===== config.mk =====
export PLATFORM = sky130hd
export DESIGN_NAME = mem_arbiter
export DESIGN_NICKNAME = d
export VERILOG_FILES = /design/src/rtl/mem_arbiter.sv
export SDC_FILE = /design/constraint.sdc
export NUM_CORES = 1
export LEC_CHECK = 0
export ABC_AREA = 1
export CORE_AREA = 5 5 504 506
export CTS_BUF_LIST = sky130_fd_sc_hd__clkbuf_8 sky130_fd_sc_hd__clkbuf_16
export CTS_CLUSTER_SIZE = 24
export DETAILED_ROUTE_END_ITERATION = 12
export DIE_AREA = 0 0 509 511
export SYNTH_ARGS = -nofsm -noshare
export SYNTH_HDL_FRONTEND = slang
export SYNTH_SLANG_ARGS = --single-unit

===== constraint.sdc =====
create_clock -name i_clk -period 6.3 [get_ports i_clk]
set_clock_uncertainty 0.2 [all_clocks]
set_input_delay 1.26 -clock i_clk [delete_from_list [all_inputs] [get_ports i_clk]]
set_output_delay 1.26 -clock i_clk [all_outputs]
set_load 0.1 [all_outputs]

===== src/rtl/mem_arbiter.sv =====
// Round-robin arbiter that serialises block read/write requests from N_REQ
// requesters onto one block memory and returns one response at a time.
module mem_arbiter #(
  parameter int N_REQ      = 4,
  parameter int DEPTH      = 1024,
  parameter int SIZE       = 32,
  parameter int BLOCK_SIZE = 5,
  parameter int ADDR_SIZE  = 24
) (
  input  logic                                i_clk,
  input  logic                                i_rst,
  input  logic [N_REQ-1:0]                    i_req_valid,
  output logic [N_REQ-1:0]                    o_req_ready,
  input  logic [N_REQ-1:0]                    i_req_we,
  input  logic [N_REQ*ADDR_SIZE-1:0]          i_req_addr,
  input  logic [N_REQ*SIZE*BLOCK_SIZE-1:0]    i_req_data,
  input  logic [N_REQ*$clog2(BLOCK_SIZE)-1:0] i_req_size,
  output logic [N_REQ-1:0]                    o_rsp_valid,
  input  logic [N_REQ-1:0]                    i_rsp_ready,
  output logic [SIZE*BLOCK_SIZE-1:0]          o_rsp_data,
  output logic                                o_rsp_err,
  output logic [ADDR_SIZE-1:0]                o_mem_addr_w,
  output logic [SIZE*BLOCK_SIZE-1:0]          o_mem_data_w,
  output logic [$clog2(BLOCK_SIZE)-1:0]       o_mem_wr_size,
  output logic                                o_mem_wr_en,
  output logic [ADDR_SIZE-1:0]                o_mem_addr_r,
  input  logic [SIZE*BLOCK_SIZE-1:0]          i_mem_data
);

  localparam int DW  = SIZE * BLOCK_SIZE;
  localparam int SW  = $clog2(BLOCK_SIZE);
  localparam int IDW = $clog2(N_REQ);

  typedef enum logic [1:0] {
    IDLE  = 2'd0,
    ISSUE = 2'd1,
    RESP  = 2'd2
  } state_e;

  state_e               state_q, state_d;
  logic [IDW-1:0]       ptr_q;
  logic [IDW-1:0]       id_q;
  logic                 we_q;
  logic                 ok_q;

  logic [ADDR_SIZE-1:0] mem_addr_w_q;
  logic [DW-1:0]        mem_data_w_q;
  logic [SW-1:0]        mem_wr_size_q;
  logic                 mem_wr_en_q;
  logic [ADDR_SIZE-1:0] mem_addr_r_q;

  logic [N_REQ-1:0]     rsp_valid_q;
  logic [DW-1:0]        rsp_data_q;
  logic                 rsp_err_q;

  logic                 grant_found;
  logic [IDW-1:0]       grant_idx;
  logic                 sel_we;
  logic [ADDR_SIZE-1:0] sel_addr;
  logic [DW-1:0]        sel_data;
  logic [SW-1:0]        sel_size_raw;
  logic [SW-1:0]        sel_size;
  logic [ADDR_SIZE:0]   sel_end;
  logic                 sel_ok;

  // Search starts one past the last winner so every waiting requester is
  // served before anyone gets a second turn.
  always_comb begin
    // NOTE: every variable gets a default first so no path leaves it unassigned (no latch).
    grant_found = 1'b0;
    grant_idx   = '0;
    for (int i = 1; i <= N_REQ; i++) begin
      if (!grant_found && i_req_valid[(int'(ptr_q) + i) % N_REQ]) begin
        grant_found = 1'b1;
        grant_idx   = IDW'((int'(ptr_q) + i) % N_REQ);
      end
    end
  end

  assign sel_we       = i_req_we[grant_idx];
  assign sel_addr     = i_req_addr[grant_idx*ADDR_SIZE +: ADDR_SIZE];
  assign sel_data     = i_req_data[grant_idx*DW +: DW];
  assign sel_size_raw = i_req_size[grant_idx*SW +: SW];
  assign sel_size     = (sel_size_raw > SW'(BLOCK_SIZE)) ? SW'(BLOCK_SIZE) : sel_size_raw;

  // One extra bit so addr + length cannot wrap past the top of the address space.
  assign sel_end = {1'b0, sel_addr} +
                   (sel_we ? (ADDR_SIZE+1)'(sel_size) : (ADDR_SIZE+1)'(BLOCK_SIZE));
  assign sel_ok  = (sel_end <= (ADDR_SIZE+1)'(DEPTH));

  assign o_req_ready = (state_q == IDLE && grant_found && !i_rst)
                       ? (N_REQ'(1) << grant_idx) : '0;

  always_comb begin
    state_d = state_q;
    case (state_q)
      IDLE:    if (grant_found) state_d = ISSUE;
      ISSUE:   state_d = RESP;
      RESP:    if (i_rsp_ready[id_q]) state_d = IDLE;
      default: state_d = IDLE;
    endcase
  end

  always_ff @(posedge i_clk) begin
    // NOTE: sequential state uses non-blocking assignments so all registers update together.
    if (i_rst) begin
      state_q       <= IDLE;
      ptr_q         <= IDW'(N_REQ - 1);
      id_q          <= '0;
      we_q          <= 1'b0;
      ok_q          <= 1'b0;
      mem_addr_w_q  <= '0;
      mem_data_w_q  <= '0;
      mem_wr_size_q <= '0;
      mem_wr_en_q   <= 1'b0;
      mem_addr_r_q  <= '0;
      rsp_valid_q   <= '0;
      rsp_data_q    <= '0;
      rsp_err_q     <= 1'b0;
    end else begin
      state_q     <= state_d;
      mem_wr_en_q <= 1'b0;
      case (state_q)
        IDLE: begin
          if (grant_found) begin
            ptr_q <= grant_idx;
            id_q  <= grant_idx;
            we_q  <= sel_we;
            ok_q  <= sel_ok;
            // Memory ports are loaded on accept so they are valid for the ISSUE cycle.
            if (sel_we && sel_ok && sel_size != '0) begin
              mem_wr_en_q   <= 1'b1;
              mem_addr_w_q  <= sel_addr;
              mem_data_w_q  <= sel_data;
              mem_wr_size_q <= sel_size;
            end else if (!sel_we && sel_ok) begin
              mem_addr_r_q <= sel_addr;
            end
          end
        end
        ISSUE: begin
          rsp_valid_q <= N_REQ'(1) << id_q;
          rsp_err_q   <= !ok_q;
          rsp_data_q  <= (!we_q && ok_q) ? i_mem_data : '0;
        end
        RESP: begin
          if (i_rsp_ready[id_q]) begin
            rsp_valid_q <= '0;
            rsp_err_q   <= 1'b0;
            rsp_data_q  <= '0;
          end
        end
        default: ;
      endcase
    end
  end

  assign o_rsp_valid   = rsp_valid_q;
  assign o_rsp_data    = rsp_data_q;
  assign o_rsp_err     = rsp_err_q;
  assign o_mem_addr_w  = mem_addr_w_q;
  assign o_mem_data_w  = mem_data_w_q;
  assign o_mem_wr_size = mem_wr_size_q;
  assign o_mem_addr_r  = mem_addr_r_q;
  // Reset arriving during ISSUE must suppress the write already on the port.
  assign o_mem_wr_en   = mem_wr_en_q && !i_rst;

endmodule


==> results summary, run 1 <==
The flow ran to the end, and the final reports show no timing, DRC or antenna violations. The floorplan has 184 rows. By startpoint and endpoint, the worst setup path is classified as input port to flop. The number of maximum-capacitance constraint violations is 0.

For the worst setup path, the data arrival time is 6260 ps. The average instance in the mapped netlist occupies 6.45 µm². The fraction of final layout cells sized beyond drive strength 1 came out at 0.104. STA classifies the critical path endpoint as a flop.

The count of endpoints failing hold in the final timing report came out at 0. The clock period minus final worst setup slack is 5920 ps. The cell taking the most area after synthesis is dfxtp_1. The worst hold path begins at o_mem_addr_r[11]. The largest single stage delay on the critical path is 520 ps. Tracing the worst setup path back leads to its startpoint at i_req_valid[3].

Routability-driven placement finished with a final weighted congestion of 0.932. The core area is 0.250 mm². The aggregate negative setup slack came out at 0 ps. In this run the cell area measured after placement is 0.0383 mm². The prevailing post-synth register cell is dfxtp_1.

The sequential share of the synthesized area is 0.360. 1,303 I/O pins were placed. The worst pin sits at a relative slew slack of 0.191. Entering global routing, the biggest net connects 124 pins. The number of sinks handled by clock tree synthesis is 385. For this design, the slowest cell found on the critical path is clkdlybuf4s50_1.

The die footprint came out at 0.260 mm². The measured slew at the worst slew-check pin came out at 1210 ps. IR analysis of the VDD net gives a maximum drop of 0.000612 V. The combined buffer and inverter count along the critical path came out at 12. The global-route usage over all layers came out at 0.150. For this block, the initial DRC count from the detailed router was 2,251. Dividing the detail-routed wire length by the instance count gives 25.9 µm.

The worst hold path belongs to the class flop to flop. The number of standard cells after synthesis is 3,323. The total of fill cells in the finished design is 28,800.

The clock-pin transition on the worst setup and hold timing paths is 60 ps. The category of cells accounting for the largest share of critical-path delay is simple AND/OR/NAND/NOR gates. The number of buffers created by CTS is 59. The total vias in the final route is 28,500. The total count of max-transition violations in the final report came to 0.

The clock passes through at most 3 buffers. The leakage power figure came out at 15.8 nW. The number of synthesized flops with an enable pin came out at 0.

Setup violations remaining at the end of the flow were counted as 0. The initial core utilization came out at 0.0858. The maximum clock frequency came out at 0.169 GHz.

Of all nets on the critical path, the largest fanout is 20. The depth of the CTS H-tree is 2. The post-DP HPWL came out at 179 mm. Counting flops and latches in the post-synthesis netlist gives 385. The wire length of the first global-routing pass is 261 mm. TritonCTS built the clock tree. The floorplan die width is 509 µm.

The type of origin of the critical path is an input port. The area growth from synthesis to layout came out at 89.4%. The final design area excluding fillers came out at 0.0406 mm².

For this run, the detailed router's first-pass iteration total came to 6. The chip height came out at 511 µm. The post-layout net count is 5,495. The startpoint identified for the worst register-to-register timing path is ptr_q[0]. The initial antenna violation count is 136. Of all flip-flops after synthesis, the portion carrying an async set or reset was 0.

The unique cell type count in the Yosys netlist is 45. The post-synthesis cell area came out at 0.0214 mm². The cell sitting at the root of the clock tree is a clkbuf_16. The residual antenna-violating net count after detailed routing is 0.

The via count of the first global-routing pass is 26,900. For this run the aggregate overflow at the end of global routing stands at 0. Yosys attributes the largest share of cell area to dfxtp_1 36%, nand2_1 16%, nand3_1 9.1%. Dividing total power by cell area gives a power density of 474 mW/mm².

The clock latency reported for the late side of the worst-skew pair is 670 ps. For the worst setup path, the data required time is 6640 ps. The number of I/O port buffers came out at 1,302. During synthesis, Yosys emitted a total of 0 warnings.

The top-area cell type share of the netlist area came out at 0.360. Dividing the detail-routed via count by the number of cells gives 3.56. The residual DRC count is 0. For this block, the routed nets add up to 208 mm of wire. The net count of the mapped netlist came out at 4,249. The final critical-path share of the clock period came out at 0.939. The cell that appears most often on the critical path is buf_4. The number of buffers inserted by hold repair at cts is 0.
-- routing by layer --
layer | global-route usage | up-vias | share of wire | routed length, µm
li1 | - | 13500 | - | -
met3 | 0.0613 | 379 | 0.11 | 21900
met4 | 0.0563 | 50 | 0.045 | 9390
met2 | 0.270 | 1398 | 0.49 | 103000
met5 | 0 | - | 0.0017 | 346
met1 | 0.155 | 13100 | 0.35 | 73300
-- layout make-up --
class,instances,area [µm²],share of cell area
Clock buffer,67,1600,0.0394
Sequential cell,385,7710,0.190
Inverter,325,1250,0.0309
Antenna cell,39,97.6,0.00241
Tap cell,3348,4190,0.103
Clock inverter,41,385,0.00950
Timing Repair Buffer,1463,14100,0.349
Multi-Input combinational cell,2335,11200,0.276
-- cells in the mapped netlist, types with 2 or more instances --
library cell    n
buf_1          22
nor3_1          3
a22oi_1       169
nand2_2         8
xor2_1          2
a22o_1          2
o21ai_1         5
a21oi_1       333
nor2_2          8
buf_8           3
nand4_1       187
clkbuf_1      190
o221ai_1        4
ha_1            3
inv_1         313
buf_2          27
dfxtp_1       385
inv_2          10
o211ai_1        2
nand3_2         2
nand2_1       929
a21oi_2        10
nor2_1        252
nor2_4          4
buf_6          34
nand3_1       390
o21ai_0         6
and2_1          2
nand3_4         2
-- where the power goes --
group,internal [mW],total (mW),leakage (nW),switching (mW)
Clock,2.00,3.45,1.01,1.45
Sequential,2.46,2.49,3.10,0.0303
Combinational,3.78,13.3,11.7,9.51
Total,8.23,19.2,15.8,11.0
-- cells in the final DEF, fill, tap and decap left out, types with 10 or more instances in the layout --
cell type / synthesis / final
dfxtp_1: 385 / 384
a21oi_2: 10 / 11
a22oi_1: 169 / 167
nor2_1: 252 / 248
nand2_2: 8 / 10
inv_6: 0 / 11
clkdlybuf4s50_1: 0 / 1147
nand3_1: 390 / 388
buf_2: 27 / 20
inv_1: 313 / 321
diode_2: 0 / 39
clkbuf_16: 0 / 62
nand2_1: 929 / 927
buf_12: 1 / 22
buf_4: 1 / 269
a21oi_1: 333 / 332
nand4_1: 187 / 187
-- per-stage QoR --
step           setup slack [ps]  std cells  utilization  hold slack (ps)  power (mW)
2_1_floorplan               567       3323            -              280        9.62
4_1_cts                     403       7958        0.162              252        19.6
6_report                    383       8003        0.163              251        19.2
5_1_grt                   -5.82       7990        0.162              269        20.7
3_5_place_dp               -332       7850        0.154              244        16.0
3_3_place_gp               -269       7850        0.154              239        16.0
-- worst register-to-register path, delay by kind of cell (launching register included) --
kind	cells	cell delay, ps
AND/OR/NAND/NOR	24	2530
buffers and inverters	9	1260
flip-flops	1	590
AO/OA/AOI/OAI	2	500
adder cells (fa/ha/maj)	1	320
-- flip-flops by register name, indices dropped and copies added, names as in the netlist --
name and count:
o_rsp_err 1, ok_q 1, o_mem_addr_w 24, state_q 2, o_mem_wr_size 3, o_rsp_valid 4, o_mem_data_w 160, we_q 1
o_rsp_data 160, mem_wr_en_q 1, ptr_q 2, o_mem_addr_r 24, id_q 2
-- repair_timing --
| action | CTS | global route |
|---|---|---|
| buffers inserted | 0 | 4 |
| resized for setup | 0 | 12 |
| endpoints found under the setup margin | 0 | 178 |
-- logic make-up (layout without fill, tap and decap cells) --
logic type | after synthesis | count (layout) | share of synthesized area
AOI/OAI and AO/OA | 537 | 537 | 0.149
xor gates and xnor gates | 2 | 2 | 0.000818
adders and majority gates | 4 | 4 | 0.00269
buffers and inverters | 603 | 1896 | 0.122
DFF | 385 | 385 | 0.360
other | 0 | 39 | 0
and+or+nand+nor | 1792 | 1792 | 0.366
-- worst paths after layout --
| kind | to | slack, ps | cells past startpoint |
|---|---|---|---|
| hold reg to reg | o_mem_addr_r[11] | 250 | 2 |
| setup reg to reg | ok_q | 740 | 36 |
| setup / recovery | ok_q | 380 | 35 |
| hold / removal | o_mem_addr_r[11] | 250 | 2 |
(Power assumes the default switching activity.)
==> run 2: changes to the inputs <==
--- a/config.mk
+++ b/config.mk
@@ -6,11 +6,12 @@
 export NUM_CORES = 1
 export LEC_CHECK = 0
 export ABC_AREA = 1
-export CORE_AREA = 5 5 504 506
+export CORE_AREA = 10 10 494 496
 export CTS_BUF_LIST = sky130_fd_sc_hd__clkbuf_8 sky130_fd_sc_hd__clkbuf_16
 export CTS_CLUSTER_SIZE = 24
 export DETAILED_ROUTE_END_ITERATION = 12
-export DIE_AREA = 0 0 509 511
+export DIE_AREA = 0 0 504 506
+export SLEW_MARGIN = 30
 export SYNTH_ARGS = -nofsm -noshare
 export SYNTH_HDL_FRONTEND = slang
 export SYNTH_SLANG_ARGS = --single-unit
==> run 2 against run 1 <==
  * Die area shrank 2.0%
  * Sequential share of layout area rose by 0.42 points
  * Worst hold slack better by 0.90 ps
  * Register-to-register slack gained 150 ps
  * Critical path depth is 2 higher
  * Cell count is 2.9% lower
  * Wire length increased by 1.0%
  * Sequential power about the same
  * Combinational power barely moved
  * Clock power is essentially flat
  * Setup slack gained 160 ps
  * Sequential cell count stayed put
  * Critical path type unchanged
  * Critical endpoint is now o_mem_data_w[46]
  * Largest cell class unchanged
  * Highest routed layer unchanged
==> results summary, run 2 (synthesized netlist as in run 1, its figures left out) <==
The area growth from synthesis to layout is 85.3%. The critical path in this run is classified as input port to flop. The run finished with clean final reports. The count of endpoints failing hold in the final timing report came out at 0.

The layout has 26,900 filler cells. The post-DP HPWL is 182 mm. The path class of the tightest hold or removal check is flop to flop. The core region is 0.234 mm². The depth of the CTS H-tree came out at 2.

The most prevalent standard cell on the critical path is nand2_1. The number of I/O port buffers came out at 1,302. The quantity of gates resized following cts is 0. Setup repair after global routing left no endpoint under its margin.

The chip height came out at 506 µm. The worst setup path is captured at a flop. The clock latency reported for the late side of the worst-skew pair is 660 ps. Together, buffers and inverters on the worst path number 8. The required time at the worst-slack endpoint is 6670 ps. In this run the clock root is driven by a clkbuf_16. The die is 504 µm wide. In the global route stage, met1 resource usage came out at 0.160.

For this block, the initial DRC count from the detailed router was 2,544. Global routing finished with a remaining overflow of 0. The largest stage delay on the critical path came out at 440 ps. The total cell area at the placement stage is 0.0376 mm². During I/O placement, the number of pins put on the boundary was 1,303. The routability congestion estimate is 0.937. TritonCTS built the clock tree. The floorplan step defined a die boundary enclosing 0.255 mm². In the finished design, the share of the clock period the worst path needs comes to 0.914. The measured slew at the worst slew-check pin is 1060 ps. met2 is the most crowded layer.

After routing the design area is 0.0397 mm². Clock tree synthesis inserted a total of 57 buffers. In the layout the commonest cells are 1,091 x clkdlybuf4s50_1, 929 x nand2_1, 388 x nand3_1, 384 x dfxtp_1, 333 x a21oi_1. The clock-pin transition on the worst setup and hold timing paths is 60 ps.

Along the worst path, the maximum fanout reaches 33. The wire length of the first global-routing pass is 268 mm. In this run, post-CTS hold repair placed 0 buffers.

The fraction of final layout cells sized beyond drive strength 1 is 0.108. The total vias in the final route is 28,400. The global-route met3 utilization is 0.0781.

The data arrival time at the worst-slack endpoint came out at 6130 ps. STA classifies the critical path startpoint as an input port. The power density over the cells came out at 482 mW/mm².

After the last flow step, the layout net total stands at 5,459. In this run the tightest slew margin relative to its limit is 0.288. Subtracting the final worst setup slack from the clock period gives 5760 ps.

The number of sinks handled by clock tree synthesis is 385. Row generation in the floorplan step produced 178 rows. The global-route usage over all layers is 0.155. The worst vdd rail ir drop is 0.000486 V.

The library cell used most frequently in the layout, excluding fill and tap cells, is clkdlybuf4s50_1. Counting along the longest clock path gives a buffer depth of 3. For this design the static power due to leakage is 15.7 nW. The met2 usage came out at 0.277. On the critical path, the stage with the largest delay is an instance of clkdlybuf4s50_1. The pre-antenna-repair detailed-routing pass consisted of 5 iterations. The average wire per standard cell is 27.0 µm.

The count of nets left with antenna violations once routing finished came out at 0. The initial core utilization is 0.0915. The total wire length after detailed routing is 210 mm. In the post-route analysis, the smallest setup slack over all paths is 541 ps. The residual DRC count is 0.

The cell family contributing the most delay on the critical path is simple AND/OR/NAND/NOR gates. At the placement stage, the worst setup path has a slack of -89.7 ps. Based on the critical path, the design can be clocked at up to 0.174 GHz.

The initial antenna violation count came out at 140. Using the TritonRoute via totals, the vias-per-cell ratio works out to 3.66. The total count of max-transition violations in the final report came out at 0. The via count of the first global-routing pass came out at 27,400. Max-cap violations in this run came to 0. The largest net degree at the start of global routing came out at 120. The number of setup buffers added after CTS came out at 0.

The number of setup violations in the final report is 0.
run 2: changes by cell type in the layout (fill, tap and decap cells not counted), moves of 5 or more:
cell,delta
buf_12,+5
buf_4,-43
buf_2,+63
clkinvlp_4,+8
clkbuf_16,-5
clkdlybuf4s50_1,-56
inv_1,-7
run 2: area by class of cell:
cell class,instances,area [µm²],area share
antenna,39,97.6,0.00246
clock buffer,65,1540,0.0387
clock inverter,39,413,0.0104
inverter,325,1250,0.0316
multi-input combinational,2335,11100,0.281
sequential,385,7710,0.194
tap,3150,3940,0.0993
timing repair buffer,1429,13600,0.342
run 2: worst paths after layout:
kind | depth (start not counted) | end | slack, ps | start
max | 37 | o_mem_data_w[46] | 540 | i_req_valid[0]
min | 2 | o_mem_addr_w[19] | 250 | o_mem_addr_w[19]
max reg2reg | 37 | o_mem_data_w[46] | 890 | ptr_q[0]
min reg2reg | 2 | o_mem_addr_w[19] | 250 | o_mem_addr_w[19]
run 2: per-layer routing:
| metal | vias to the layer above | routed length (µm) |
|---|---|---|
| li1 | 13500 | - |
| met1 | 13100 | 75500 |
| met2 | 1390 | 103000 |
| met3 | 354 | 23700 |
| met4 | 74 | 7000 |
| met5 | - | 483 |
run 2: worst register-to-register path, delay by kind of cell, from the launching register on:
family	cells	cell delay, ps
buf+inv	8	1180
flops	1	570
simple gates	21	2180
fa+ha+maj	2	380
compound gates	6	840
run 2: power breakdown:
group	total, mW	leakage (nW)	internal [mW]	switching, mW
clock	3.45	0.943	2.00	1.45
combinational	13.2	11.7	3.64	9.54
sequential	2.49	3.10	2.46	0.0281
run 2: metrics by stage:
stage	utilization	cells	TNS [ps]	hold slack, ps	total power, mW
final	0.170	7767	0	252	19.1
after global routing	0.169	7743	0	270	20.6
after CTS	0.169	7728	0	254	19.6
after detailed placement	0.161	7624	-4910	244	16.0
after global placement	0.162	7624	-2770	240	16.1
after floorplan	-	3323	0	280	9.62
